File: src/rtl/dma_wr_pkt_ctrl.sv
// Memory-write packet scheduler feeding the PCIe TX DMA engine from an FWFT FIFO into a host ring.
// Optional macro DMA_WR_HALF_IRQ_EN adds half_pulse, raised when the ring offset crosses the half-way mark.
module dma_wr_pkt_ctrl #(
    parameter int FIFO_CNT_W = 11,
    parameter int OFS_W      = 24
) (
    input  logic                  clk,
    input  logic                  rst_n,
    input  logic                  dma_en,
    input  logic                  cfg_bus_mstr_enable_i,
    input  logic [31:0]           dma_base_addr,
    input  logic [OFS_W-1:0]      dma_buf_size,
    input  logic [5:0]            payload_dw,
    input  logic [31:0]           fifo_dout,
    input  logic [FIFO_CNT_W-1:0] fifo_count,
    output logic                  fifo_rd_en,
    input  logic                  tx_sof_n,
    input  logic                  tx_dsc_n,
    input  logic                  tx_data_ack,
    input  logic                  compl_done,
    output logic                  start_wr,
    output logic [31:0]           addr_o,
    output logic [31:0]           data_o,
    output logic [5:0]            data_payload,
    output logic                  wrap_pulse,
    output logic [31:0]           pkt_cnt,
    output logic [15:0]           dsc_cnt,
`ifdef DMA_WR_HALF_IRQ_EN
    output logic                  half_pulse,
`endif
    output logic                  busy
);

    typedef enum logic [2:0] {IDLE, ARM, REQ, SEND, FLUSH, GAP} state_t;

    state_t           state, state_nxt;
    logic [5:0]       pl_cand;
    logic [5:0]       beat_cnt;
    logic [OFS_W-1:0] offset;
    logic [OFS_W:0]   pl_bytes;
    logic [OFS_W:0]   ofs_nxt;
    logic             wrap_hit;
    logic             advance;
    logic [31:0]      base_aligned;
    logic             unused_base_lsb;

    function automatic logic [5:0] clamp_payload(input logic [5:0] dw);
        if (dw == 6'd0)
            return 6'd1;
        else if (dw > 6'd32)
            return 6'd32;
        else
            return dw;
    endfunction

    function automatic logic [15:0] sat_inc16(input logic [15:0] v);
        return (v == 16'hFFFF) ? v : v + 16'd1;
    endfunction

    assign pl_cand         = clamp_payload(payload_dw);
    assign base_aligned    = {dma_base_addr[31:2], 2'b00};
    assign unused_base_lsb = ^dma_base_addr[1:0];
    assign data_o          = fifo_dout;
    assign busy            = (state != IDLE);

    // One extra bit so offset + payload never aliases past a ring near 2^OFS_W.
    assign pl_bytes = {{(OFS_W-7){1'b0}}, data_payload, 2'b00};
    assign ofs_nxt  = {1'b0, offset} + pl_bytes;
    assign wrap_hit = (ofs_nxt >= {1'b0, dma_buf_size});
    assign advance  = (state == SEND) && (!tx_dsc_n || compl_done);

`ifdef DMA_WR_HALF_IRQ_EN
    logic [OFS_W:0] half_thr;
    logic           half_hit;
    assign half_thr = {1'b0, dma_buf_size} >> 1;
    assign half_hit = !wrap_hit && ({1'b0, offset} < half_thr) && (ofs_nxt >= half_thr);
`endif

    always_comb begin
        state_nxt  = state;
        fifo_rd_en = 1'b0;
        case (state)
            IDLE: begin
                if (dma_en && cfg_bus_mstr_enable_i)
                    state_nxt = ARM;
            end
            ARM: begin
                if (!dma_en)
                    state_nxt = IDLE;
                else if (fifo_count >= FIFO_CNT_W'(pl_cand))
                    state_nxt = REQ;
            end
            REQ: begin
                fifo_rd_en = tx_data_ack;
                if (!tx_sof_n)
                    state_nxt = SEND;
            end
            SEND: begin
                fifo_rd_en = tx_data_ack;
                if (!tx_dsc_n)
                    state_nxt = FLUSH;
                else if (compl_done)
                    state_nxt = GAP;
            end
            FLUSH: begin
                // Discard the unsent remainder so the next packet starts on a packet boundary.
                fifo_rd_en = (beat_cnt < data_payload);
                if (({1'b0, beat_cnt} + 7'd1) >= {1'b0, data_payload})
                    state_nxt = GAP;
            end
            GAP: begin
                state_nxt = (dma_en && cfg_bus_mstr_enable_i) ? ARM : IDLE;
            end
            default: state_nxt = IDLE;
        endcase
    end

    always_ff @(posedge clk) begin
        if (!rst_n) begin
            state        <= IDLE;
            start_wr     <= 1'b0;
            addr_o       <= base_aligned;
            data_payload <= 6'd0;
            wrap_pulse   <= 1'b0;
            pkt_cnt      <= 32'd0;
            dsc_cnt      <= 16'd0;
            offset       <= '0;
            beat_cnt     <= 6'd0;
`ifdef DMA_WR_HALF_IRQ_EN
            half_pulse   <= 1'b0;
`endif
        end else begin
            state      <= state_nxt;
            wrap_pulse <= 1'b0;
`ifdef DMA_WR_HALF_IRQ_EN
            half_pulse <= 1'b0;
`endif
            if (state == ARM && state_nxt == REQ) begin
                start_wr     <= 1'b1;
                data_payload <= pl_cand;
                addr_o       <= base_aligned + 32'(offset);
                beat_cnt     <= 6'd0;
            end else if (fifo_rd_en) begin
                beat_cnt <= beat_cnt + 6'd1;
            end

            if (state == REQ && !tx_sof_n)
                start_wr <= 1'b0;

            if (advance) begin
                if (!tx_dsc_n)
                    dsc_cnt <= sat_inc16(dsc_cnt);
                else
                    pkt_cnt <= pkt_cnt + 32'd1;
                if (wrap_hit) begin
                    offset     <= '0;
                    wrap_pulse <= 1'b1;
                end else begin
                    offset <= ofs_nxt[OFS_W-1:0];
                end
`ifdef DMA_WR_HALF_IRQ_EN
                half_pulse <= half_hit;
`endif
            end
        end
    end

endmodule

File: config.mk
export PLATFORM = sky130hd
export DESIGN_NAME = dma_wr_pkt_ctrl
export DESIGN_NICKNAME = d
export VERILOG_FILES = /design/src/rtl/dma_wr_pkt_ctrl.sv
export SDC_FILE = /design/constraint.sdc
export NUM_CORES = 1
export LEC_CHECK = 0
export ABC_CLOCK_PERIOD_IN_PS = 5100
export CORE_MARGIN = 2
export CORE_UTILIZATION = 49
export DETAILED_ROUTE_END_ITERATION = 10
export GPL_TIMING_DRIVEN = 0
export PLACE_DENSITY = 0.91
export SETUP_SLACK_MARGIN = 0.4
export SKIP_LAST_GASP = 1
export SYNTH_ARGS = -nofsm -noshare
export SYNTH_HDL_FRONTEND = slang
export SYNTH_SLANG_ARGS = --single-unit
File: constraint.sdc
create_clock -name clk -period 5.1 [get_ports clk]
set_input_delay 1.02 -clock clk [delete_from_list [all_inputs] [get_ports clk]]
set_output_delay 1.02 -clock clk [all_outputs]
set_load 0.005 [all_outputs]
# ---- Word-level counts from Yosys, hierarchy flattened
# Index checks and enable logic that the tools add are counted.
dict set report word_totals {
  regBits 121
  in_bits 113
  output_inout_bits 122
  romBits 0
  latchBits 0
  ramBits 0
  wordCells 64
  mem_count 0
}
dict set report classes {
  order_cmp 5
  add_sub_neg 6
  shifts 0
  n_mux 16
  n_div 0
  n_eq_ne 8
  reduce_logical 16
  bitwise_logic 3
  multipliers 0
}
# cell count
set op_table {}
lappend op_table {{$mux 32} 2}
lappend op_table {{$add 32x1->32 const B} 1}
lappend op_table {{$add 32x24->32} 1}
lappend op_table {{$add 24x8->25} 1}
lappend op_table {{$ge 25x24->1} 1}
lappend op_table {{$mux 24} 1}
lappend op_table {{$mux 3} 7}
lappend op_table {{$pmux 3 s6} 1}
lappend op_table {{$add 16x1->16 const B} 1}
lappend op_table {{$eq 16x16->1 const B} 1}
lappend op_table {{$mux 6} 2}
lappend op_table {{$ge 11x6->1} 1}
lappend op_table {{$eq 3x2->1 const B} 3}
lappend op_table {{$add 6x1->7 const B} 1}
lappend op_table {{$ge 7x6->1} 1}
lappend op_table {{$add 6x1->6 const B} 1}
lappend op_table {{$eq 3x3->1 const B} 2}
lappend op_table {{$gt 6x6->1 const B} 1}
lappend op_table {{$logic_not 6->1} 1}
lappend op_table {{$lt 6x6->1} 1}
lappend op_table {{$reduce_or 2->1} 3}
lappend op_table {{$logic_and 1x1->1} 4}
lappend op_table {{$reduce_and 2->1} 2}
lappend op_table {{$eq 3x1->1 const B} 1}
lappend op_table {{9 further kinds} 13}

# ---- Depth between registers and ports, before layout
dict set report logic_depth {
  ltp_word 11
  ltp_mapped 20
  mapped_depth_nobuf 19
}

# ---- Least setup slack after synthesis
# Ideal clock, no wire load.
dict set report synth_timing {
  kind {input -> register}
  startpoint {input payload_dw[4]}
  endpoint {register addr_o[31] (data pin)}
  required_ps 4837
  path_stages 11
  slack_ps 1300
  setup_time_ps 263
  n_path_buf 0
  t_arrival_ps 3537
  cell_sequence {nor4_1 > nor2_1 > nor2_1 > ha_1 > nand2b_1 > a21oi_1 > o21ai_0 > a21oi_1 > nand2_1 > nand2b_1 > mux2i_1}
}
# element line
set synth_lines {}
lappend synth_lines {{start, declared} 13} ;# input logic [5:0] payload_dw,
lappend synth_lines {{end signal, assigned} 122} ;# addr_o <= base_aligned;
lappend synth_lines {{end signal, assigned} 141} ;# addr_o <= base_aligned + 32'(offset);
lappend synth_lines {{end, declared} 22} ;# output logic [31:0] addr_o,

# ---- Worst setup path after layout
dict set report layout_timing {
  startpoint {register data_payload[0]}
  endpoint {register offset[15]}
}
dict set report layout_via {
  elab_chain_cells 3
}
# element line
set layout_lines {}
lappend layout_lines {{start, declared} 24} ;# output logic [5:0] data_payload,
lappend layout_lines {{start signal, assigned} 140} ;# data_payload <= pl_cand;
lappend layout_lines {{$add 24x8->25 (*)} 68} ;# assign ofs_nxt = {1'b0, offset} + pl_bytes;
lappend layout_lines {{$ge 25x24->1} 69} ;# assign wrap_hit = (ofs_nxt >= {1'b0, dma_buf_size});
lappend layout_lines {{$mux 24 (*)} 155} ;# if (wrap_hit) begin
lappend layout_lines {{end signal, assigned} 159} ;# offset <= ofs_nxt[OFS_W-1:0];
lappend layout_lines {{end, declared} 39} ;# logic [OFS_W-1:0] offset;
# Every way passes the cells marked *; elsewhere a longest branch is shown, timed or not.
# A chain may end at the register's enable or synchronous reset.

==> run summary <==
RSZ-0062 raised after global routing -> no
EDFF count, synth -> 30
CTS Root Buffer Type -> clkbuf_16
DRT Wirelength -> 23.9 mm
Vias -> 8073
Post-synth top flop -> dfxtp_1
Worst-skew pair later-pin latency -> 0.42 ns
Total clock buffers created by CTS -> 17
Cells after Synth -> 980
Cell variety after synth -> 67
Pin count of the biggest net entering global routing -> 39
Clock Skew -> 0.00621 ns
CTS Buffer Depth -> 2
WP data required -> 5.45 ns
Fill cells -> 1274
DR vias/cell -> 5.66
# setup viols final -> 0
Die area -> 17600 um2
Yosys reg bits -> 117
Ys async rst share -> 0%
Initial antenna violation count -> 0
Clk slew on worst S/H paths -> 0.06 ns
First-pass GRT wire length -> 37.8 mm
Final slew viol count -> 0
Area Growth Syn to Fin -> 35.9%
Post-CTS setup buffers -> 0
Fin Hold WS -> 0.486 ns
Vias in the first global route -> 7801
# port buffers -> 198
Layout cells sized above 1 -> 7.69%
Post-DR wirelength/cell -> 16.8 um
Die span in y -> 132 um
H-tree Lvls -> 4
Synthesized cell area -> 8090 um2
Total GRT Usage -> 26.7%
R2R depth -> 18
Fin crit period -> 4.31 ns
PD cells -> 232 nW/um2
Slew Limit Headroom -> 29.5%
DRC -> 0
Worst r2r src -> data_payload[0]
Critical path arrival -> 4.66 ns
Worst-path fanout max -> 8
Core ar. -> 16000 um2
Diode count -> 0
Slew @ Worst Pin -> 1.06 ns
Yosys warnings -> 0
Detailed placement HPWL -> 17.7 mm
Die X -> 132 um
Fmax -> 232 MHz
Status -> complete, no violations
Setup crit start -> data_payload[0]
Final core utilization -> 68.7%
Non-filler cells, final -> 1426
Io pins -> 235
Peak VDD IR -> 0.216 mV
Final worst setup slack -> 0.787 ns
Crit. End Element -> flip-flop
Routed Antenna Nets -> 0
Crit path capture -> offset[15]
Row cnt -> 46
Overall power -> 2.55 mW
Reg-to-reg endpoint -> offset[15]
Reg-to-reg slack, setup -> 0.79 ns
Final nets -> 1384
Placed Instances -> 1395
Starting Density -> 50.6%
Number of max-cap violations -> 0
Dpl ws -> 0.373 ns
Period utilisation layout -> 84.6%
Final TNS setup -> 0 ns
Post-route design area -> 11000 um2
Worst setup path class -> flip-flop to flip-flop
Startpoint type of the worst setup path -> flip-flop
1st-iter DRT viols -> 754
Pre-antenna DRT Iters -> 6
P_leak -> 4.42 nW
Final Wtd Congestion -> 0.929
GR Overflow Total -> 0
Most frequent cells in the layout -> 198 x clkdlybuf4s50_1, 103 x nand2_1, 86 x dfxtp_1, 78 x nor2_1, 73 x a21oi_1
Sequential fraction of the synthesis area -> 32.7%
Syn avg cell area -> 8.26 um2
Hold crit path type -> flip-flop to flip-flop
Most common cell after layout, fill and taps aside -> clkdlybuf4s50_1
Hold Violations, Final -> 0
Clk sink count -> 117
CTS tree -> yes
Placement Cell Area -> 10300 um2
## critical path, stage by stage, from the launching register on
cell      delay [ns]
dfxtp_2         0.40
ha_1            0.19
inv_1           0.06
fa_1            0.40
nor2b_1         0.16
o31a_1          0.20
o21ai_0         0.21
nor2_2          0.27
and3_1          0.20
xor2_1          0.25
ha_1            0.30
a211oi_1        0.28
nor2_1          0.09
a211oi_1        0.23
o211ai_1        0.16
nor2_2          0.18
nand2_2         0.14
or3_1           0.37
a21oi_1         0.15
## final cells by class
type                       instances  area (um2)  share of cell area, %
buffer                            66         383                   3.48
clock buffer                      22         500                   4.55
clock inverter                     9         115                   1.05
inverter                          52         195                   1.78
multi-input combinational        746        4900                   44.6
sequential                       117        2640                   24.0
tap                              216         270                   2.46
timing repair buffer             198        1980                   18.0
## timing repair
action                                  CTS  global route
resized for setup                         0            11
hold buffers                              0             0
endpoints found under the setup margin    0            23
## layer usage
| metal | vias to the layer above | share of wire [%] | global-route usage [%] |
|---|---|---|---|
| li1 | 3888 | - | - |
| met1 | 3685 | 39 | 31.6 |
| met2 | 437 | 48 | 45.1 |
| met3 | 63 | 10 | 7.89 |
| met4 | 0 | 2.8 | 10.9 |
| met5 | - | 0 | 0 |
## report_power, final
group,switching (mW),leakage [nW],internal (mW)
combinational,0.144,3.12,0.177
clock,0.441,0.293,0.795
sequential,0.00824,1.01,0.979
total,0.594,4.42,1.95
## cell usage after synthesis, drive strengths merged, types with 18 or more instances
cell type | instances | area share, %
and3 | 18 | 1.4
buf | 38 | 3.4
dfxtp | 87 | 22
or3 | 24 | 1.9
nor2 | 80 | 3.7
ha | 71 | 11
edfxtp | 30 | 11
xnor2 | 33 | 3.6
nand2 | 105 | 4.9
a21oi | 73 | 4.5
nand3 | 44 | 2.8
xor2 | 44 | 4.8
o21ai | 59 | 3.6
inv | 51 | 2.4
clkbuf | 28 | 1.3
## worst min-delay path by stage
stage              start  cells past startpoint  slack (ns)         to
5_1_grt        offset[5]                      2        0.50  offset[5]
3_5_place_dp   offset[6]                      2        0.48  offset[6]
2_1_floorplan  offset[2]                      2        0.45  offset[2]
4_1_cts        offset[6]                      2        0.48  offset[6]
3_3_place_gp   offset[5]                      2        0.47  offset[5]
6_report       offset[6]                      2        0.49  offset[6]
## cell families (layout without fill, tap and decap cells)
group	Yosys count	count (layout)	share of synthesized area (%)
other	1	2	0.0464
muxes	4	4	0.495
buffers and inverters	118	347	7.11
DFF	117	117	32.7
and+or+nand+nor	367	367	22.7
adders and majority gates	73	73	11.5
xor gates and xnor gates	77	77	8.34
AOI/OAI and AO/OA	223	223	17.2
## registers in the layout, summed over array words and instances, names as in the netlist
register      cells
addr_o           30
beat_cnt          6
data_payload      6
dsc_cnt          16
offset           22
pkt_cnt          32
start_wr          1
state             3
wrap_pulse        1
No activity file was read; power rests on OpenSTA's default activity.
